===== src/rtl/glitcher_pkg.sv =====
// Shared definitions for the glitcher: FSM state encoding and default widths.
// Latency: n/a (definitions only).
// Backpressure: n/a; the front-end status readback decodes the same 2-bit encoding.
package glitcher_pkg;

    // Default counter widths for the pulse engine.
    localparam int GP_DELAY_W_DEF = 16;
    localparam int GP_WIDTH_W_DEF = 8;

    // Fixed 2-bit state encoding; status readback depends on these values.
    localparam logic [1:0] ST_IDLE_ENC  = 2'd0;
    localparam logic [1:0] ST_ARMED_ENC = 2'd1;
    localparam logic [1:0] ST_DELAY_ENC = 2'd2;
    localparam logic [1:0] ST_PULSE_ENC = 2'd3;

    typedef enum logic [1:0] {
        ST_IDLE  = ST_IDLE_ENC,
        ST_ARMED = ST_ARMED_ENC,
        ST_DELAY = ST_DELAY_ENC,
        ST_PULSE = ST_PULSE_ENC
    } gp_state_e;

    // Width of a counter that must hold either a delay or a width value.
    function automatic int gp_max(input int a, input int b);
        return (a > b) ? a : b;
    endfunction

endpackage


===== src/rtl/glitch_trig_sync.sv =====
// Trigger synchronizer + edge detector: SYNC_STAGES flops, one history flop, edge select.
// Latency: an edge on trig_i gives trig_evt_o exactly SYNC_STAGES cycles later, for 1 cycle.
// Backpressure: none; events are single-cycle strobes and are dropped if not consumed.
//
// Ports:
//   clk, rst      single clock, async active-high reset
//   trig_i        raw asynchronous trigger pin
//   fall_sel_i    0 = detect rising edge, 1 = detect falling edge
//   trig_evt_o    1-cycle strobe when the synchronized trigger shows the selected edge
module glitch_trig_sync #(
    parameter int SYNC_STAGES = 2
) (
    input  logic clk,
    input  logic rst,
    input  logic trig_i,
    input  logic fall_sel_i,
    output logic trig_evt_o
);

    logic [SYNC_STAGES-1:0] sync_q;
    logic [SYNC_STAGES-1:0] sync_d;
    logic                   hist_q;
    logic                   hist_d;
    logic                   synced;

    // Shift the raw pin in at bit 0; the last stage is the synchronized value.
    always_comb begin
        sync_d = {sync_q[SYNC_STAGES-2:0], trig_i};
        hist_d = sync_q[SYNC_STAGES-1];
    end

    always_ff @(posedge clk or posedge rst) begin
        if (rst) begin
            sync_q <= '0;
            hist_q <= 1'b0;
        end else begin
            sync_q <= sync_d;
            hist_q <= hist_d;
        end
    end

    assign synced = sync_q[SYNC_STAGES-1];

    // Compare the synced value against the previous synced value. The
    // event is combinational from flops so the FSM can act on it in the
    // same cycle it appears (cycle T of the timing contract).
    assign trig_evt_o = fall_sel_i ? (hist_q & ~synced) : (synced & ~hist_q);

endmodule


===== src/rtl/glitch_pulse_gen.sv =====
// Glitch timing engine: arm with delay/width, wait for trigger edge, emit one timed pulse.
// Latency: trigger event in cycle T -> glitch_o high T+1+D..T+D+W, done_o in T+D+W+1 (T+1+D if W=0).
// Backpressure: none; arm_i is only accepted in IDLE, cancel_i aborts from any state.
//
// Ports:
//   clk, rst      single clock, async active-high reset (glitch_o drops at once)
//   arm_i         strobe: latch delay_i/width_i/trig_fall_i and go ARMED (IDLE only)
//   cancel_i      strobe: abort to IDLE, no done_o; beats a simultaneous arm_i
//   trig_i        raw external trigger, asynchronous
//   trig_fall_i   edge select latched at arm (0 rising, 1 falling)
//   delay_i       cycles from trigger event to pulse start, latched at arm
//   width_i       pulse width in cycles, latched at arm
//   glitch_o      registered glitch pulse
//   armed_o       high in ARMED
//   busy_o        high in ARMED, DELAY or PULSE
//   done_o        1-cycle strobe once a sequence completes
module glitch_pulse_gen
    import glitcher_pkg::*;
#(
    parameter int DELAY_W     = GP_DELAY_W_DEF,
    parameter int WIDTH_W     = GP_WIDTH_W_DEF,
    parameter int SYNC_STAGES = 2
) (
    input  logic               clk,
    input  logic               rst,
    input  logic               arm_i,
    input  logic               cancel_i,
    input  logic               trig_i,
    input  logic               trig_fall_i,
    input  logic [DELAY_W-1:0] delay_i,
    input  logic [WIDTH_W-1:0] width_i,
    output logic               glitch_o,
    output logic               armed_o,
    output logic               busy_o,
    output logic               done_o
);

    // One down-counter serves both the DELAY and the PULSE phase.
    localparam int CNT_W = gp_max(DELAY_W, WIDTH_W);

    gp_state_e          state_q;
    gp_state_e          state_d;
    logic [CNT_W-1:0]   cnt_q;
    logic [CNT_W-1:0]   cnt_d;
    logic [DELAY_W-1:0] delay_q;
    logic [DELAY_W-1:0] delay_d;
    logic [WIDTH_W-1:0] width_q;
    logic [WIDTH_W-1:0] width_d;
    logic               trig_fall_q;
    logic               trig_fall_d;
    logic               glitch_q;
    logic               glitch_d;
    logic               done_q;
    logic               done_d;

    logic               trig_evt;
    logic               delay_zero;
    logic               width_zero;
    logic               cnt_last;

    // Edge selection uses the latched polarity so a change on trig_fall_i
    // after arming cannot alter which edge fires the sequence.
    glitch_trig_sync #(
        .SYNC_STAGES (SYNC_STAGES)
    ) u_trig_sync (
        .clk        (clk),
        .rst        (rst),
        .trig_i     (trig_i),
        .fall_sel_i (trig_fall_q),
        .trig_evt_o (trig_evt)
    );

    assign delay_zero = (delay_q == '0);
    assign width_zero = (width_q == '0);

    // The counter is loaded with the full phase length on entry and the
    // phase ends in the cycle it reads 1. Treating 0 as terminal too keeps
    // the counter saturated rather than wrapping should it ever read 0.
    assign cnt_last = (cnt_q <= CNT_W'(1));

    always_comb begin
        state_d     = state_q;
        cnt_d       = cnt_q;
        delay_d     = delay_q;
        width_d     = width_q;
        trig_fall_d = trig_fall_q;
        done_d      = 1'b0;

        if (cancel_i) begin
            // Abort wins over everything, including a coincident arm_i.
            state_d = ST_IDLE;
            cnt_d   = '0;
        end else begin
            unique case (state_q)
                ST_IDLE: begin
                    // Only place the config registers are written.
                    if (arm_i) begin
                        delay_d     = delay_i;
                        width_d     = width_i;
                        trig_fall_d = trig_fall_i;
                        state_d     = ST_ARMED;
                    end
                end

                ST_ARMED: begin
                    // Edges seen during the arm cycle itself landed while
                    // still IDLE, so only post-arm edges reach here.
                    if (trig_evt) begin
                        if (!delay_zero) begin
                            state_d = ST_DELAY;
                            cnt_d   = CNT_W'(delay_q);
                        end else if (!width_zero) begin
                            state_d = ST_PULSE;
                            cnt_d   = CNT_W'(width_q);
                        end else begin
                            state_d = ST_IDLE;
                            done_d  = 1'b1;
                        end
                    end
                end

                ST_DELAY: begin
                    if (cnt_last) begin
                        if (!width_zero) begin
                            state_d = ST_PULSE;
                            cnt_d   = CNT_W'(width_q);
                        end else begin
                            state_d = ST_IDLE;
                            cnt_d   = '0;
                            done_d  = 1'b1;
                        end
                    end else begin
                        cnt_d = cnt_q - CNT_W'(1);
                    end
                end

                ST_PULSE: begin
                    if (cnt_last) begin
                        state_d = ST_IDLE;
                        cnt_d   = '0;
                        done_d  = 1'b1;
                    end else begin
                        cnt_d = cnt_q - CNT_W'(1);
                    end
                end

                default: begin
                    state_d = ST_IDLE;
                    cnt_d   = '0;
                end
            endcase
        end

        // glitch_o is a flop that mirrors the next state, so it is high in
        // exactly the cycles the FSM sits in PULSE, without a comb path.
        glitch_d = (state_d == ST_PULSE);
    end

    always_ff @(posedge clk or posedge rst) begin
        if (rst) begin
            state_q     <= ST_IDLE;
            cnt_q       <= '0;
            delay_q     <= '0;
            width_q     <= '0;
            trig_fall_q <= 1'b0;
            glitch_q    <= 1'b0;
            done_q      <= 1'b0;
        end else begin
            state_q     <= state_d;
            cnt_q       <= cnt_d;
            delay_q     <= delay_d;
            width_q     <= width_d;
            trig_fall_q <= trig_fall_d;
            glitch_q    <= glitch_d;
            done_q      <= done_d;
        end
    end

    assign glitch_o = glitch_q;
    assign done_o   = done_q;
    assign armed_o  = (state_q == ST_ARMED);
    assign busy_o   = (state_q != ST_IDLE);

endmodule

===== config.mk =====
export PLATFORM = sky130hd
export DESIGN_NAME = glitch_pulse_gen
export DESIGN_NICKNAME = d
export VERILOG_FILES = /design/src/rtl/glitcher_pkg.sv /design/src/rtl/glitch_trig_sync.sv /design/src/rtl/glitch_pulse_gen.sv
export SDC_FILE = /design/constraint.sdc
export NUM_CORES = 1
export LEC_CHECK = 0
export ABC_AREA = 1
export CAP_MARGIN = 20
export CORE_UTILIZATION = 58
export DETAILED_ROUTE_END_ITERATION = 8
export GPL_ROUTABILITY_DRIVEN = 0
export HOLD_SLACK_MARGIN = 0.06
export PLACE_DENSITY = 0.82
export SLEW_MARGIN = 20
export SYNTH_ARGS = -nofsm -noshare
export SYNTH_HDL_FRONTEND = slang
export SYNTH_HIERARCHICAL = 1
export SYNTH_SLANG_ARGS = --single-unit

===== constraint.sdc =====
create_clock -name clk -period 2.37 [get_ports clk]
set_clock_uncertainty 0.1 [all_clocks]
set_input_delay 0.3555 -clock clk [delete_from_list [all_inputs] [get_ports clk]]
set_output_delay 0.3555 -clock clk [all_outputs]
set_load 0.05 [all_outputs]

# After elaboration in Yosys (flattened, before gate mapping)
# Cells that the tools add are included.
totals:
  reg_bits: 48
  input_bits: 30
  out_inout_bits: 4
  word_cells: 53
op_classes:
  n_addsub: 1
  n_lt_le_gt_ge: 1
  eq_ne: 6
  n_mux: 24
  bitwise: 5
  n_reduce_logical: 7
op_table:
  columns: ["operator", "n"]
  rows:
  - ["16-bit 2-to-1 mux", 6]
  - ["16-bit case mux with 3 select lines", 1]
  - ["16-bit by 1-bit less-or-equal comparator with 1-bit output (second input constant)", 1]
  - ["16-bit logical NOT", 1]
  - ["16-bit by 1-bit subtractor with 16-bit output (second input constant)", 1]
  - ["2-bit 2-to-1 mux", 7]
  - ["8-bit logical NOT", 1]
  - ["8-bit 2-to-1 mux", 1]
  - ["2-bit case mux with 4 select lines", 1]
  - ["1-bit 2-to-1 mux", 7]
  - ["2-bit == test (second input constant)", 3]
  - ["3-bit AND reduction", 2]
  - ["4-bit inequality test (second input constant)", 1]
  - ["4-bit nonzero test", 1]
  - ["3-bit by 2-bit inequality test with 1-bit output (second input constant)", 1]
  - ["1-bit inverter", 3]
  - ["1-bit case mux with 3 select lines", 1]
  - ["1-bit AND", 2]
  - ["2-bit by 1-bit == test with 1-bit output (second input constant)", 1]
  - ["2-bit logical NOT", 1]
  - ["2-bit nonzero test", 1]

# Logic depth before layout (Yosys ltp)
# Gate-level depths: netlist of run 1.
depth:
  ltp_word: 7
  mapped_depth: 13

# Cells and area by module
# The synthesis of run 1 kept the hierarchy.
by_module_without_submodules:
  columns: ["module", "n_inst", "cells_per_inst", "area_per_inst_um2"]
  rows:
  - ["glitch_pulse_gen", 1, 392, 2834.0]
  - ["glitch_trig_sync", 1, 10, 103.8]

# Worst setup path after synthesis of run 1
# Ideal clock, no wire load.
synth_timing:
  path_type: "register to register"
  start: "register state_q[0]"
  end: "register glitch_q, in the netlist glitch_o"
  setup_ns: 0.072
  arrival_time_ns: 1.430
  t_required_ns: 2.198
  setup_slack_ns: 0.768
  stages_incl_launch_ff: 7
  n_path_buf: 0
  period_less_slack_ns: 1.602
  cell_sequence: "dfrtp_1 -> inv_1 -> nor2_1 -> nand2_1 -> nand2_1 -> nand2_1 -> nor2_1"
synth_between:
  elab_chain_cells: 4
  elab_cells_between_ends: 11
  classes_between: "eq/ne (4); mux (6); reduce/logical (1)"
synth_rtl:
  columns: ["item", "line", "rtl"]
  rows:
  - ["start: declaration", "glitch_pulse_gen.sv:41", "gp_state_e state_q;"]
  - ["start signal: assignment", "glitch_pulse_gen.sv:169", "state_q <= state_d;"]
  - ["2-bit by 1-bit == test with 1-bit output", null, null]
  - ["net armed_o", "glitch_pulse_gen.sv:33", "output logic armed_o,"]
  - ["2-bit case mux with 4 select lines", "glitch_pulse_gen.sv:94", "unique case (state_q)"]
  - ["2-bit 2-to-1 mux", "glitch_pulse_gen.sv:89", "if (cancel_i) begin"]
  - ["2-bit == test", "glitch_pulse_gen.sv:156", "glitch_d = (state_d == ST_PULSE);"]
  - ["net glitch_d", "glitch_pulse_gen.sv:52", "logic glitch_d;"]
  - ["end signal: assignment", "glitch_pulse_gen.sv:174", "glitch_q <= glitch_d;"]
  - ["end: declaration", "glitch_pulse_gen.sv:51", "logic glitch_q;"]
# The timed path passes the listed nets, and every way through them passes these cells.
# A chain may end at the register's enable or synchronous reset.

# Worst setup path after layout of run 1
layout_timing:
  start: "register state_q[0]"
  end: "output port armed_o"
layout_between:
  elab_chain_cells: 1
layout_rtl:
  columns: ["item", "line", "rtl"]
  rows:
  - ["2-bit by 1-bit == test with 1-bit output", "glitch_pulse_gen.sv:181", "assign armed_o = (state_q == ST_ARMED);"]
  - ["end: declaration", "glitch_pulse_gen.sv:33", null]
# No other way between the ends.

==> results of run 1 <==
worst reg2reg max path, cell delays in order (launching register included):
cell	delay, ns
dfrtp_1	0.38
inv_1	0.08
ha_1	0.21
inv_1	0.08
nand2_1	0.06
nand2_1	0.10
nor2_4	0.06
a21oi_4	0.37
nand3_1	0.15
nand2_1	0.09
nand2_1	0.05
nand2_1	0.07
cells in the mapped netlist, drive strengths merged:
| library cell | n | area [um^2] |
|---|---|---|
| mux2 | 12 | 135 |
| dfrtp | 48 | 1200 |
| nand4 | 2 | 12.5 |
| o21ai | 8 | 40.0 |
| a21oi | 15 | 97.6 |
| nand3 | 54 | 275 |
| nor2 | 62 | 294 |
| dlymetal6s2s | 1 | 12.5 |
| xnor2 | 1 | 8.76 |
| or2 | 1 | 6.26 |
| inv | 47 | 176 |
| a21boi | 1 | 7.51 |
| nand3b | 2 | 15.0 |
| nand2 | 135 | 537 |
| ha | 2 | 25.0 |
| buf | 11 | 93.8 |
logic make-up (layout without fill, tap and decap cells):
logic type      count (synthesis)  after routing  share of synthesized area (%)
simple gates                  256            256                           38.8
buf+inv                        59             93                           9.62
xor+xnor                        1              1                          0.298
compound gates                 24             24                           4.94
flops                          48             48                           40.9
mux                            12             12                           4.60
fa+ha+maj                       2              2                          0.852
worst max-delay path by stage:
stage	from	cells past startpoint	to
final	state_q[0]	3	armed_o
after global routing	state_q[0]	3	armed_o
after CTS	state_q[0]	3	armed_o
after detailed placement	cancel_i	4	cnt_q[1]
after global placement	cancel_i	4	cnt_q[2]
after floorplan	state_q[0]	6	glitch_o
sequential cells by signal (all words and copies together), names as in the netlist:
register and cells:
cnt_q 16, delay_q 16, width_q 8, state_q 2, u_trig_sync/sync_q 2, done_o 1, glitch_o 1, trig_fall_q 1
u_trig_sync/hist_q 1
per-layer routing:
layer | GRT usage [%] | vias up
met4 | 7.84 | 0
met2 | 42.4 | 80
met5 | 0 | -
met1 | 37.1 | 1246
met3 | 4.56 | 11
li1 | - | 1318
report_power, final:
part	leakage, nW	internal, mW	total (mW)	switching [mW]
combinational	1.12	0.321	0.825	0.504
sequential	0.593	0.945	1.06	0.115
clock	0.0784	0.527	0.814	0.286
area by class of cell:
| class | count | area share [%] |
|---|---|---|
| Tap cell | 67 | 2.43 |
| Sequential cell | 48 | 34.8 |
| Timing Repair Buffer | 38 | 11.0 |
| Inverter | 47 | 5.11 |
| Clock buffer | 5 | 1.99 |
| Multi-Input combinational cell | 295 | 42.1 |
| Clock inverter | 3 | 2.61 |
placed cells by master, fill, tap and decap left out:
cell             count
nand2_1            129
nor2_1              53
nand3_1             53
dfrtp_1             48
inv_1               47
clkdlybuf4s50_1     33
a21oi_1             13
mux2_2              12
o21ai_0              6
nor2_4               5
clkbuf_8             5
buf_4                4
nand2_2              3
nor2_2               3
nand2_4              3
bufinv_16            3
a21oi_4              2
nand4_1              2
o21ai_1              2
nand3b_1             2
ha_1                 2
or2_2                1
nor2_8               1
nand3_2              1
a21boi_1             1
xnor2_1              1
buf_12               1
metrics by stage:
step	area [um^2]	setup slack, ns	std cells	utilization [%]
global placement	3300	0.255	495	68.9
floorplan	2940	0.768	402	-
global route	3450	0.0464	503	72.2
finish	3450	0.151	503	72.2
CTS	3450	0.147	503	72.2
detailed placement	3300	0.198	495	68.9
==> flow_summary.yaml, run 1 <==
routing:
  top_layer: "met4"
  dr.pass1.iters: 5
  met3_wirelength_um: 292
  met1_length_um: 3020
  final_antenna_net_count: 0
  viasPerCell: 5.28
  vias: 2655
  drtIter0Drc: 196
  avgRoutedWirePerCell_um: 12.8
  wl_um: 6450
  drc: 0
  met2WireLength_um: 3040
setup_path:
  slowest_delay_ns: 0.83
  cpMaxStageDelayCell: "clkdlybuf4s50_1"
  path_max_fanout: 6
  crit_chain: "inv_1, nor2_1, clkdlybuf4s50_1"
  r2r-end: "cnt_q[15]"
  reg2reg_from: "cnt_q[0]"
  cp.required_ns: 1.91
  critPathBufInv: 2
  crit_type: "register to primary output"
  rrSetupSlack_ns: 0.51
  timing.critical_path.arrival_ns: 1.76
  end_kind: "primary output"
  reg2regPathDepth: 11
  start_kind: "register"
  path_delay_family: "buffers and inverters"
timing:
  finalHoldViolCount: 0
  fin_hold_ws_ns: 0.147
  timing.final.crit_period_ns: 2.22
  setup_viol_count_final: 0
  min_period_over_period_pct: 93.6
  rsz0062_at_grt: "false"
  tightestPinTransition_ns: 1.11
  slew_headroom_pct: 25.8
  timing.setup.tns_ns: 0
  finalMaxSlewViolations: 0
  clock.fmax_ghz: 0.451
clocking:
  postCtsHoldBufs: 0
  cts.sinks: 48
  path_clk_slew_ns: 0.09
  cts_resized: 0
  clk_latency_ns: 0.30
  tritoncts: "built"
  numCtsBuffers: 5
  h-tree-depth: 2
  clock_path_buffers: 2
  post_cts_buffers: 0
  root_buffer: "clkbuf_8"
logic_synthesis:
  syn-cell-area_um2: 2940
  synth_cell_types: 26
  synth_cells: 402
  synth_nets: 434
  ys_seq_area_share_pct: 40.9
  synth_warnings: 6
  ys_ff_latch: 48
  syn_avg_cell_area_um2: 7.31
floorplanning:
  die_h_um: 73.2
  fp.coreArea_um2: 4790
  start_util_pct: 61.4
  die_area_um2: 5350
  design.portCount: 34
  dieWidth_um: 73.2
  rows: 25
cells_and_area:
  layout-drive-gt1-share_pct: 10.1
  final_nets: 467
  fillCellCount: 399
  syn2layout_area_growth_pct: 17.6
  layout.area.seq_um2: 1200
  multi_input_area_um2: 1450
  diodes: 0
hold_path:
  hp-class: "input port to asynchronous set/reset pin"
global_routing:
  antenna_found_initial: 0
  grt_max_degree: 46
  grt.overflow.total: 0
  grt_pass1_wl_um: 11000
  grtUsageTotal_pct: 26.6
  grt_pass1_vias: 2451
placed_design:
  io_buffers: 33
  dp_hpwl_um: 4710
power:
  ir_worst_vdd_mv: 0.499
  finalPower_mw: 2.70
  leakagePower_nw: 1.79
  powerDensity_nw_per_um2: 781
status:
  outcome: "finished clean"
run:
  cap_violations: 0
Note: power is estimated with default switching activity, not from simulation.
==> run 2, diff against run 1 <==
--- a/config.mk
+++ b/config.mk
@@ -7,11 +7,13 @@
 export LEC_CHECK = 0
 export ABC_AREA = 1
 export CAP_MARGIN = 20
-export CORE_UTILIZATION = 58
+export CELL_PAD_IN_SITES_DETAIL_PLACEMENT = 1
+export CELL_PAD_IN_SITES_GLOBAL_PLACEMENT = 1
+export CORE_UTILIZATION = 44
 export DETAILED_ROUTE_END_ITERATION = 8
 export GPL_ROUTABILITY_DRIVEN = 0
 export HOLD_SLACK_MARGIN = 0.06
-export PLACE_DENSITY = 0.82
+export PLACE_DENSITY_LB_ADDON = 0.1
 export SLEW_MARGIN = 20
 export SYNTH_ARGS = -nofsm -noshare
 export SYNTH_HDL_FRONTEND = slang
==> run 2 against run 1 <==
Design area shrank 0.94%. First-iteration DRC count shrank 52%. Cell count grew 2.0%. Via count shrank 1.4%. Register-to-register slack lost 0.06 ns. Worst hold slack lost 0.0068 ns. Maximum frequency shrank 1.9%. Combinational power grew 2%. Clock power shrank 25%. Count of clock-buffer cells in the layout is the same. Worst setup slack lost 0.044 ns. Critical path type unchanged.
==> flow_summary.yaml, run 2 (synthesis gave the netlist of run 1 again) <==
timing:
  rsz0062_at_grt: "false"
  timing.final.crit_period_ns: 2.26
  finalHoldViolCount: 0
  setup_viol_count_final: 0
  timing.setup.tns_ns: 0
  clock.fmax_ghz: 0.442
  min_period_over_period_pct: 95.5
  setup_ws_ns: 0.107
  slew_headroom_pct: 55.6
  finalMaxSlewViolations: 0
  tightestPinTransition_ns: 0.665
routing:
  drc: 0
  avgRoutedWirePerCell_um: 14.6
  final_antenna_net_count: 0
  wl_um: 7470
  vias: 2617
  met3_wirelength_um: 195
  top_layer: "met4"
  met1_length_um: 3610
  met2WireLength_um: 3590
  dr.pass1.iters: 4
  drtIter0Drc: 95
  viasPerCell: 5.10
floorplanning:
  start_util_pct: 46.0
  die_h_um: 83.7
  design.portCount: 34
  dieWidth_um: 83.7
  die_area_um2: 7010
  fp.coreArea_um2: 6390
  rows: 29
cells_and_area:
  layout.area.seq_um2: 1200
  fillCellCount: 824
  diodes: 0
  layout-drive-gt1-share_pct: 10.3
  final_nets: 467
  mostFrequentLayoutCells: "nand2_1, nand3_1, nor2_1"
  reg_top3: "cnt_q (16), delay_q (16), width_q (8)"
  syn2layout_area_growth_pct: 16.5
  mostFrequentLayoutCell: "nand2_1"
  multi_input_area_um2: 1460
setup_path:
  start_kind: "register"
  reg2reg_from: "cnt_q[0]"
  slowest_delay_ns: 0.84
  path_max_fanout: 6
  end_kind: "primary output"
  cp-startpoint: "state_q[0]"
  cpMaxStageDelayCell: "clkdlybuf4s50_1"
  reg2regPathDepth: 11
  crit_type: "register to primary output"
  path_delay_family: "buffers and inverters"
  crit_chain: "inv_1, nor2_1, clkdlybuf4s50_1"
  cp.required_ns: 1.91
  rrSetupSlack_ns: 0.45
  timing.critical_path.arrival_ns: 1.81
  critPathBufInv: 2
  r2r-end: "cnt_q[6]"
clocking:
  root_buffer: "clkbuf_8"
  cts.sinks: 48
  numCtsBuffers: 5
  clk_latency_ns: 0.31
  cts_resized: 0
  clock_path_buffers: 2
  postCtsHoldBufs: 0
  path_clk_slew_ns: 0.10
  h-tree-depth: 2
  tritoncts: "built"
  post_cts_buffers: 0
power:
  ir_worst_vdd_mv: 0.434
  powerDensity_nw_per_um2: 737
  leakagePower_nw: 1.76
placed_design:
  pre_cts_ws_ns: 0.128
  io_buffers: 33
  dp_hpwl_um: 5550
global_routing:
  grt.overflow.total: 0
  grt_pass1_vias: 2697
  antenna_found_initial: 0
  grt_pass1_wl_um: 12900
  grt_max_degree: 46
  grtUsageTotal_pct: 23.1
hold_path:
  hp-class: "input port to asynchronous set/reset pin"
status:
  outcome: "finished clean"
run:
  cap_violations: 0
run 2: changes by cell type in the layout (fill, tap and decap cells not counted), sizes merged:
cell	previous run	this run
inv	47	46
clkinvlp	0	1
bufinv	3	1
clkinv	0	2
run 2: cell type report:
| cell class | count | area share, % |
|---|---|---|
| flip-flops and latches | 48 | 35.1 |
| well taps | 77 | 2.82 |
| clock buffers | 5 | 2.01 |
| repair buffers | 38 | 11.1 |
| inverters | 47 | 5.16 |
| clock inverters | 3 | 1.24 |
| multi-input cells | 295 | 42.6 |
run 2: how the worst max path moves through the flow:
| stage | endpoint | slack (ns) | cells past startpoint |
|---|---|---|---|
| after floorplan | glitch_o | 0.77 | 6 |
| after global placement | cnt_q[4] | 0.23 | 4 |
| after detailed placement | cnt_q[9] | 0.13 | 4 |
| after CTS | armed_o | 0.09 | 3 |
| after global routing | armed_o | 0.04 | 3 |
| final | armed_o | 0.11 | 3 |
run 2: metrics by stage:
stage	cell area (um^2)	power, mW	cells	utilization [%]	hold WS, ns
final	3420	2.52	513	53.6	0.141
after global placement	3310	1.88	505	51.8	0.239
after floorplan	2940	1.67	402	-	0.00914
after global routing	3420	2.70	513	53.6	0.164
after CTS	3420	2.54	513	53.5	0.141
after detailed placement	3310	1.92	505	51.8	0.248
run 2: power breakdown:
group	switching, mW	internal (mW)	leakage [nW]
Sequential	0.125	0.945	0.593
Combinational	0.521	0.322	1.11
Clock	0.296	0.313	0.0541
run 2: worst register-to-register path: stages (launching register included):
cell and delay [ns]:
dfrtp_1 0.39, inv_1 0.08, ha_1 0.21, inv_1 0.09, nand2_1 0.06, nand2_1 0.10, nor2_4 0.06, a21oi_4 0.36
nand2_1 0.15, nand3_1 0.13, nand2_1 0.06, nand2_1 0.07
run 2: metal layers:
metal	track usage [%]	vias to the layer above
li1	-	1322
met1	32.5	1254
met2	38.7	34
met3	2.47	7
met4	4.78	0
met5	0	-
